<file path="src/rtl/operand_fetch.sv">
// ---------------------------------------------------------------------------
// operand_fetch
//   Decode-to-execute issue stage sitting in front of the register file.
//   - Drives register-file read addresses straight from decode and captures
//     the returned operands, bypassing same-cycle writeback data (the
//     register file only commits that data at the clock edge).
//   - Keeps a per-register busy scoreboard that blocks RAW/WAW hazards.
//   - Holds one registered issue bundle for execute, plus a saturating
//     count of stalled decode cycles.
//
// Handshakes (both sides): a transfer happens on a rising edge where
//   valid && ready. A producer holding valid keeps its payload stable
//   until the transfer; ready may depend combinationally on valid.
//   Decode side:  id_valid_i / id_ready_o  (id_ready_o is combinational).
//   Execute side: ex_valid_o / ex_ready_i  (ex_* are registered).
//
// Ports:
//   clk_i, rst_i                 clock, asynchronous active-high reset
//   id_*                         instruction from decode
//   rf_rs1_o/rf_rs2_o            register-file read addresses
//   rf_rs1_data_i/rf_rs2_data_i  register-file read data (combinational)
//   wb_valid_i/wb_rd_i/wb_data_i writeback port (same cycle as RF write)
//   flush_i                      kill the bundle held in the issue register
//   ex_*                         issue bundle to execute
//   busy_o                       scoreboard vector, bit 0 always 0
//   stall_cnt_o                  saturating count of stalled cycles
// ---------------------------------------------------------------------------
module operand_fetch #(
    parameter int WIDTH = 32,
    parameter int UOPW  = 8,
    parameter int CNTW  = 16
) (
    input  logic             clk_i,
    input  logic             rst_i,
    input  logic             id_valid_i,
    output logic             id_ready_o,
    input  logic [4:0]       id_rs1_i,
    input  logic [4:0]       id_rs2_i,
    input  logic [4:0]       id_rd_i,
    input  logic             id_wen_i,
    input  logic [WIDTH-1:0] id_pc_i,
    input  logic [UOPW-1:0]  id_uop_i,
    output logic [4:0]       rf_rs1_o,
    output logic [4:0]       rf_rs2_o,
    input  logic [WIDTH-1:0] rf_rs1_data_i,
    input  logic [WIDTH-1:0] rf_rs2_data_i,
    input  logic             wb_valid_i,
    input  logic [4:0]       wb_rd_i,
    input  logic [WIDTH-1:0] wb_data_i,
    input  logic             flush_i,
    output logic             ex_valid_o,
    input  logic             ex_ready_i,
    output logic [WIDTH-1:0] ex_rs1_data_o,
    output logic [WIDTH-1:0] ex_rs2_data_o,
    output logic [4:0]       ex_rd_o,
    output logic             ex_wen_o,
    output logic [WIDTH-1:0] ex_pc_o,
    output logic [UOPW-1:0]  ex_uop_o,
    output logic [31:0]      busy_o,
    output logic [CNTW-1:0]  stall_cnt_o
);

    localparam logic [CNTW-1:0] STALL_MAX = '1;
    localparam logic [CNTW-1:0] STALL_ONE = {{(CNTW-1){1'b0}}, 1'b1};

    logic [31:0]      busy_q;
    logic [31:0]      busy_d;
    logic [31:0]      clr;
    logic [31:0]      pending;
    logic             hazard;
    logic             accept;
    logic             handoff;
    logic             kill;
    logic [WIDTH-1:0] op1;
    logic [WIDTH-1:0] op2;

    // x0 reads as zero; a same-cycle writeback wins over the stale RF value.
    function automatic logic [WIDTH-1:0] select_operand(
        input logic [4:0]       idx,
        input logic [WIDTH-1:0] rf_data,
        input logic             wb_valid,
        input logic [4:0]       wb_rd,
        input logic [WIDTH-1:0] wb_data
    );
        if (idx == 5'd0)
            return '0;
        else if (wb_valid && wb_rd == idx)
            return wb_data;
        else
            return rf_data;
    endfunction

    assign rf_rs1_o = id_rs1_i;
    assign rf_rs2_o = id_rs2_i;
    assign busy_o   = busy_q;

    always_comb begin
        clr = '0;
        if (wb_valid_i && wb_rd_i != 5'd0)
            clr[wb_rd_i] = 1'b1;
    end

    // A register being written back this cycle no longer blocks issue.
    assign pending = busy_q & ~clr;

    assign hazard = id_valid_i &&
                    (pending[id_rs1_i] || pending[id_rs2_i] ||
                     (id_wen_i && pending[id_rd_i]));

    assign id_ready_o = !hazard && !flush_i && (!ex_valid_o || ex_ready_i);
    assign accept     = id_valid_i && id_ready_o;
    assign handoff    = ex_valid_o && ex_ready_i;

    // A flushed bundle that never reached execute will never write back,
    // so its destination reservation must be released here.
    assign kill = flush_i && ex_valid_o && !handoff && ex_wen_o && ex_rd_o != 5'd0;

    assign op1 = select_operand(id_rs1_i, rf_rs1_data_i, wb_valid_i, wb_rd_i, wb_data_i);
    assign op2 = select_operand(id_rs2_i, rf_rs2_data_i, wb_valid_i, wb_rd_i, wb_data_i);

    // Lowest priority first so later assignments win: wb clear, flush kill,
    // accept set.
    always_comb begin
        busy_d = busy_q & ~clr;
        if (kill)
            busy_d[ex_rd_o] = 1'b0;
        if (accept && id_wen_i && id_rd_i != 5'd0)
            busy_d[id_rd_i] = 1'b1;
        busy_d[0] = 1'b0;
    end

    always_ff @(posedge clk_i or posedge rst_i) begin
        if (rst_i) begin
            busy_q        <= '0;
            stall_cnt_o   <= '0;
            ex_valid_o    <= 1'b0;
            ex_rs1_data_o <= '0;
            ex_rs2_data_o <= '0;
            ex_rd_o       <= '0;
            ex_wen_o      <= 1'b0;
            ex_pc_o       <= '0;
            ex_uop_o      <= '0;
        end else begin
            busy_q <= busy_d;

            if (id_valid_i && !id_ready_o && stall_cnt_o != STALL_MAX)
                stall_cnt_o <= stall_cnt_o + STALL_ONE;

            if (flush_i) begin
                ex_valid_o <= 1'b0;
            end else if (accept) begin
                ex_valid_o    <= 1'b1;
                ex_rs1_data_o <= op1;
                ex_rs2_data_o <= op2;
                ex_rd_o       <= id_rd_i;
                ex_wen_o      <= id_wen_i;
                ex_pc_o       <= id_pc_i;
                ex_uop_o      <= id_uop_i;
            end else if (handoff) begin
                ex_valid_o <= 1'b0;
            end
        end
    end

endmodule

</file>
<file path="config.mk">
export PLATFORM = sky130hd
export DESIGN_NAME = operand_fetch
export DESIGN_NICKNAME = d
export VERILOG_FILES = /design/src/rtl/operand_fetch.sv
export SDC_FILE = /design/constraint.sdc
export NUM_CORES = 1
export LEC_CHECK = 0
export BUFFER_PORTS_ARGS = -buffer_cell sky130_fd_sc_hd__buf_2
export CAP_MARGIN = 20
export CORE_UTILIZATION = 54
export DETAILED_ROUTE_END_ITERATION = 8
export PLACE_DENSITY = 0.86
export SLEW_MARGIN = 10
export SYNTH_ARGS = -nofsm -noshare
export SYNTH_HDL_FRONTEND = slang
export SYNTH_SLANG_ARGS = --single-unit
</file>
<file path="constraint.sdc">
create_clock -name clk_i -period 13 [get_ports clk_i]
set_input_delay 2.6 -clock clk_i [delete_from_list [all_inputs] [get_ports clk_i]]
set_output_delay 2.6 -clock clk_i [all_outputs]
set_load 0.03 [all_outputs]
</file>
; Word level (Yosys, flattened, before mapping)
; Index checks and enable logic that the tools add are counted.
[word_totals]
register_bits = 158
romBits = 0
latch_bits = 0
ramBits = 0
input_bits = 163
memories = 0
[op_classes]
n_shift = 0
reduce_logical = 35
n_addsub = 1
n_lt_le_gt_ge = 8
bitwise = 6
n_mul = 0
n_mux = 22
div_mod_pow = 0
eq_ne = 3
[op_table]
columns = op, count
row1 = $mux 32, 7
row2 = $and 32x32->32, 2
row3 = $not 32->32, 2
row4 = $or 32x32->32, 1
row5 = $lt 5x6->1 const B, 5
row6 = $logic_and 1x1->1, 20
row7 = $add 16x1->16 const B, 1
row8 = $ne 16x16->1 const B, 1
row9 = $bmux 1 s5, 3
row10 = $demux 1 s5, 3
row11 = $ge 5x1->1 const B, 3
row12 = $reduce_bool 5->1, 3
row13 = $eq 5x5->1, 2
row14 = $logic_not 5->1, 2
row15 = $mux 1, 9
row16 = $logic_not 1->1, 5
row17 = $logic_or 1x1->1, 3
row18 = $reduce_bool 3->1, 1
row19 = $reduce_and 2->1, 1
row20 = $not 1->1, 1

; Longest topological paths before layout
[logic_depth]
word_depth = 19
mapped_depth = 14
mapped_depth_nobuf = 9

; Worst setup path after synthesis
; Ideal clock, no wire load.
[synth_timing]
kind = input port to output port
from = input wb_rd_i[4]
to = output id_ready_o
path_stages = 9
path_slack_ns = 5.600
arrival_time_ns = 4.800
cell_sequence = buf_2 -> or4b_1 -> buf_2 -> o2111ai_1 -> o2111ai_1 -> a211oi_1 -> a311o_1 -> nand4_2 -> a21oi_1
[synth_between]
elab_chain_cells = 15
[synth_rtl]
columns = item, line
row1 = from (decl), 48  ; input logic [4:0] wb_rd_i,
row2 = $lt 5x6->1 (implied by the code) / $ge 5x1->1 (equally long branches), 100  ; clr[wb_rd_i] = 1'b1;
row3 = $logic_and 1x1->1 (implied by the code), 100
row4 = $mux 1 (implied by the code), 100
row5 = $demux 1 s5, 100
row6 = $mux 32 *, 99  ; if (wb_valid_i && wb_rd_i != 5'd0)
row7 = $not 32->32 *, 104  ; assign pending = busy_q & ~clr;
row8 = $and 32x32->32 *, 104
row9 = $bmux 1 s5 (on tied branches), "107, 108"
row10 = $mux 1 (on tied branches), "107, 108"
row11 = $logic_or 1x1->1 / $logic_and 1x1->1 (equally long branches), "107, 108"
row12 = $logic_or 1x1->1 *, 107  ; (pending[id_rs1_i] || pending[id_rs2_i] ||
row13 = $logic_and 1x1->1 *, 106  ; assign hazard = id_valid_i &&
row14 = $logic_not 1->1 *, 110  ; assign id_ready_o = !hazard && !flush_i && (!ex_valid_o || ex_ready_i);
row15 = $logic_and 1x1->1 * (2 in a row), 110
row16 = to (decl), 36  ; output logic id_ready_o,
; Mark *: on every way between the ends. The rest lies on a longest branch, timed or not. The select of a mux whose other input is x is not followed.

; Worst setup path in the final report
; Same ends and word-level chain as after synthesis.

==> run_results.csv <==
group,metric,value,unit
critical_path,cp_top_family,"compound AO/OA/AOI/OAI gates",
cells_and_area,num-nets-final,1331,
critical_path,slowest_delay,0.72,ns
drt,final_antenna_net_count,0,
yosys,ys.warnings.count,0,
critical_path,slowest_stage,"o21ai_0",
yosys,synth_area_leaders,"dfrtp_1, mux2_1, mux2_2",
yosys,synth-edff-count,0,
timing,fin_ws,5.10,ns
timing,fmax,127,MHz
cts,cts_hold_buf,0,
critical_path,end_kind,"output pin",
yosys,synth.avg_cell_area,10.2,sq um
cts,cts_resized,0,
timing,hold_ws,0.483,ns
cts,clk_path_buf_depth,2,
worst_hold_path,hold_start,"ex_rs2_data_o[30]",
critical_path,reg2reg_depth,10,
run,maxCapViolations,0,
yosys,netlist_area,9030,sq um
die,ios,333,
cts,cts_max_level,4,
cts,clkSinkCount,158,
timing,final.setup.tns,0,ns
cells_and_area,fin_cells,1396,
critical_path,rr_endpoint,"busy_o[8]",
critical_path,worst_path_most_repeated_cell,"buf_2",
cts,cts.root.buffer_cell,"clkbuf_16",
cts,insertion_delay,0.43,ns
die,core_area,16100,sq um
critical_path,path_class,"in -> out",
worst_hold_path,hold_end,"ex_rs2_data_o[30]",
die,dieWidth,131,um
place,hpwlAfterDp,21200,um
timing,hold_violations,0,
critical_path,cp.required,10.40,ns
grt,grt_pass1_vias,8428,
yosys,synthArstFlopShare,100,%
critical_path,path_cells,"buf_2 > nand4b_1 > o21ai_0 > mux2i_1 > o211ai_1 > a311o_1 > nand4_2 > a21oi_1 > buf_2",
drt,drtIter0Drc,956,
pwr,powerDensity,164,nW/um^2
cells_and_area,final_cell_area,11200,sq um
place,portBuffers,331,
die,initial_core_util,56.0,%
place,dp_slack,5.29,ns
critical_path,crit_fanout,11,
critical_path,reg2reg_slack,8.50,ns
timing,setup_viol,0,
grt,grt_overflow,0,
drt,vias,8501,
critical_path,reg2reg_from,"busy_o[31]",
drt,drc_errors,0,
critical_path,startpoint_type,"input pin",
timing,slew_violations,0,
yosys,synthCells,884,
yosys,synth_top_area_share,43.8,%
cts,cts_buffers,17,
die,row_count,46,
critical_path,cp.arrival,5.30,ns
drt,routedWlPerCell,20.9,um
timing,finalClockSkew,0.0144,ns
yosys,syn-num-nets,1048,
place,postPlaceCellArea,10600,sq um
cells_and_area,insertedDiodeCount,0,
grt,grt_use_total,34.3,%
yosys,synth_top_flop_cell,"dfrtp_1",
drt,viasPerCell,6.09,
yosys,seq_area_frac_synth,43.8,%
yosys,ys_types,66,
run_status,status,"complete, no violations",
critical_path,crit_cells,9,
worst_hold_path,hp-class,"reg -> reg",
drt,drt-total-wl,29200,um
critical_path,path_buf_inv,2,
yosys,synthTopCellsByCount,"dfrtp_1, nand2_1, nor2_1",
timing,worstMarginPinSlew,0.969,ns
worst_hold_path,holdPathStages,1,
place,place_inst,1364,
cts,post-cts-setup-buffer-count,0,
grt,antenna_found_initial,0,
die,die_area,17200,sq um
yosys,synth_area_leader_cell,"dfrtp_1",
cts,cts_tree,"built",
drt,drtPass1Iterations,5,
timing,post-route-min-period,7.90,ns
die,die_h,131,um
yosys,synth_most_common_cell,"dfrtp_1",
cells_and_area,final_layout_size_suffix_gt1_share,37.0,%
grt,grt_pass1_wl,46000,um
cts,path_clk_slew,0.07,ns
grt,grt_max_degree,84,
pwr,vdd.ir_drop.worst,0.119,mV
place,routabilityCongestion,0.970,
timing,rsz0062_at_grt,"no",
timing,post-route-period-util,60.8,%
yosys,ys_ff_latch,158,
cells_and_area,area_delta_synth_final,24.4,%
pwr,power_leakage,5.21,nW
timing,slew_headroom,35.4,%
==> layout make-up <==
cell class | instances | area [sq um]
clock inverters | 15 | 176
well taps | 216 | 270
inverters | 14 | 57.6
repair buffers | 339 | 1720
fillers | 1273 | 4880
multi-input cells | 637 | 4640
clock buffers | 17 | 425
flip-flops and latches | 158 | 3950
==> worst register-to-register path, stage by stage, from the launching register on <==
cell	delay, ns
dfrtp_1	0.44
mux4_2	0.50
a311oi_1	0.29
o31ai_1	0.13
a311oi_1	0.39
nand4_2	0.29
nor3_4	0.24
buf_4	0.67
buf_4	0.80
nand3_2	0.38
o21ai_0	0.29
==> layout by cell type, fill, tap and decap left out, drive strengths merged, types with 5 or more instances in the layout <==
| cell type | instances |
|---|---|
| a21oi | 37 |
| buf | 339 |
| clkbuf | 17 |
| clkinv | 5 |
| dfrtp | 158 |
| inv | 20 |
| mux2 | 116 |
| mux2i | 49 |
| nand2 | 96 |
| nand2b | 6 |
| nand3 | 16 |
| nand3b | 7 |
| nand4 | 10 |
| nand4b | 5 |
| nor2 | 79 |
| nor2b | 6 |
| nor3 | 13 |
| nor4 | 6 |
| o2111ai | 11 |
| o211ai | 23 |
| o21ai | 39 |
| o221ai | 15 |
| o22ai | 11 |
| o31ai | 6 |
| or2 | 7 |
| xnor2 | 9 |
| xor2 | 17 |
==> where the power goes <==
group,switching [mW],total (mW),internal [mW]
sequential,0.0865,0.694,0.607
clock,0.223,0.512,0.290
combinational,0.432,0.637,0.205
total,0.741,1.84,1.10
==> flip-flops by register name (all words and copies together) (netlist names) <==
signal         flops
ex_uop_o           8
ex_valid_o         1
stall_cnt_o       16
busy_o            31
ex_pc_o           32
ex_rd_o            5
ex_rs2_data_o     32
ex_wen_o           1
ex_rs1_data_o     32
==> metrics by stage <==
stage | power (mW) | utilization, %
6_report | 1.84 | 69.7
5_1_grt | 1.92 | 69.7
4_1_cts | 1.85 | 69.7
3_5_place_dp | 1.33 | 66.0
3_3_place_gp | 1.32 | 66.0
2_1_floorplan | 1.11 | -
==> worst max-delay path by stage <==
stage | slack, ns | endpoint | start
6_report | 5.10 | id_ready_o | wb_rd_i[4]
5_1_grt | 4.93 | id_ready_o | wb_rd_i[1]
4_1_cts | 5.22 | id_ready_o | wb_rd_i[1]
3_3_place_gp | 5.31 | id_ready_o | wb_rd_i[1]
2_1_floorplan | 5.60 | id_ready_o | wb_rd_i[4]
3_5_place_dp | 5.29 | id_ready_o | wb_rd_i[1]
==> cell families (layout without fill, tap and decap cells) <==
kind of cell / Yosys count / count (layout) / share of synthesized area (%)
and+or+nand+nor: 270 / 270 / 14.8
AOI/OAI and AO/OA: 170 / 170 / 12.7
muxes: 169 / 169 / 20.9
DFF: 158 / 158 / 43.8
buffers and inverters: 89 / 385 / 5.11
xor gates and xnor gates: 26 / 26 / 2.52
adders and majority gates: 1 / 1 / 0.139
other: 1 / 1 / 0.0415
==> per-layer routing <==
layer | part of all wire (%) | global-route usage, % | up-vias
li1 | - | - | 3781
met1 | 39 | 44.3 | 4076
met2 | 46 | 53.5 | 542
met3 | 10 | 9.10 | 102
met4 | 4.4 | 16.7 | 0
met5 | 0 | 0 | -
No activity file was read; power rests on OpenSTA's default activity.
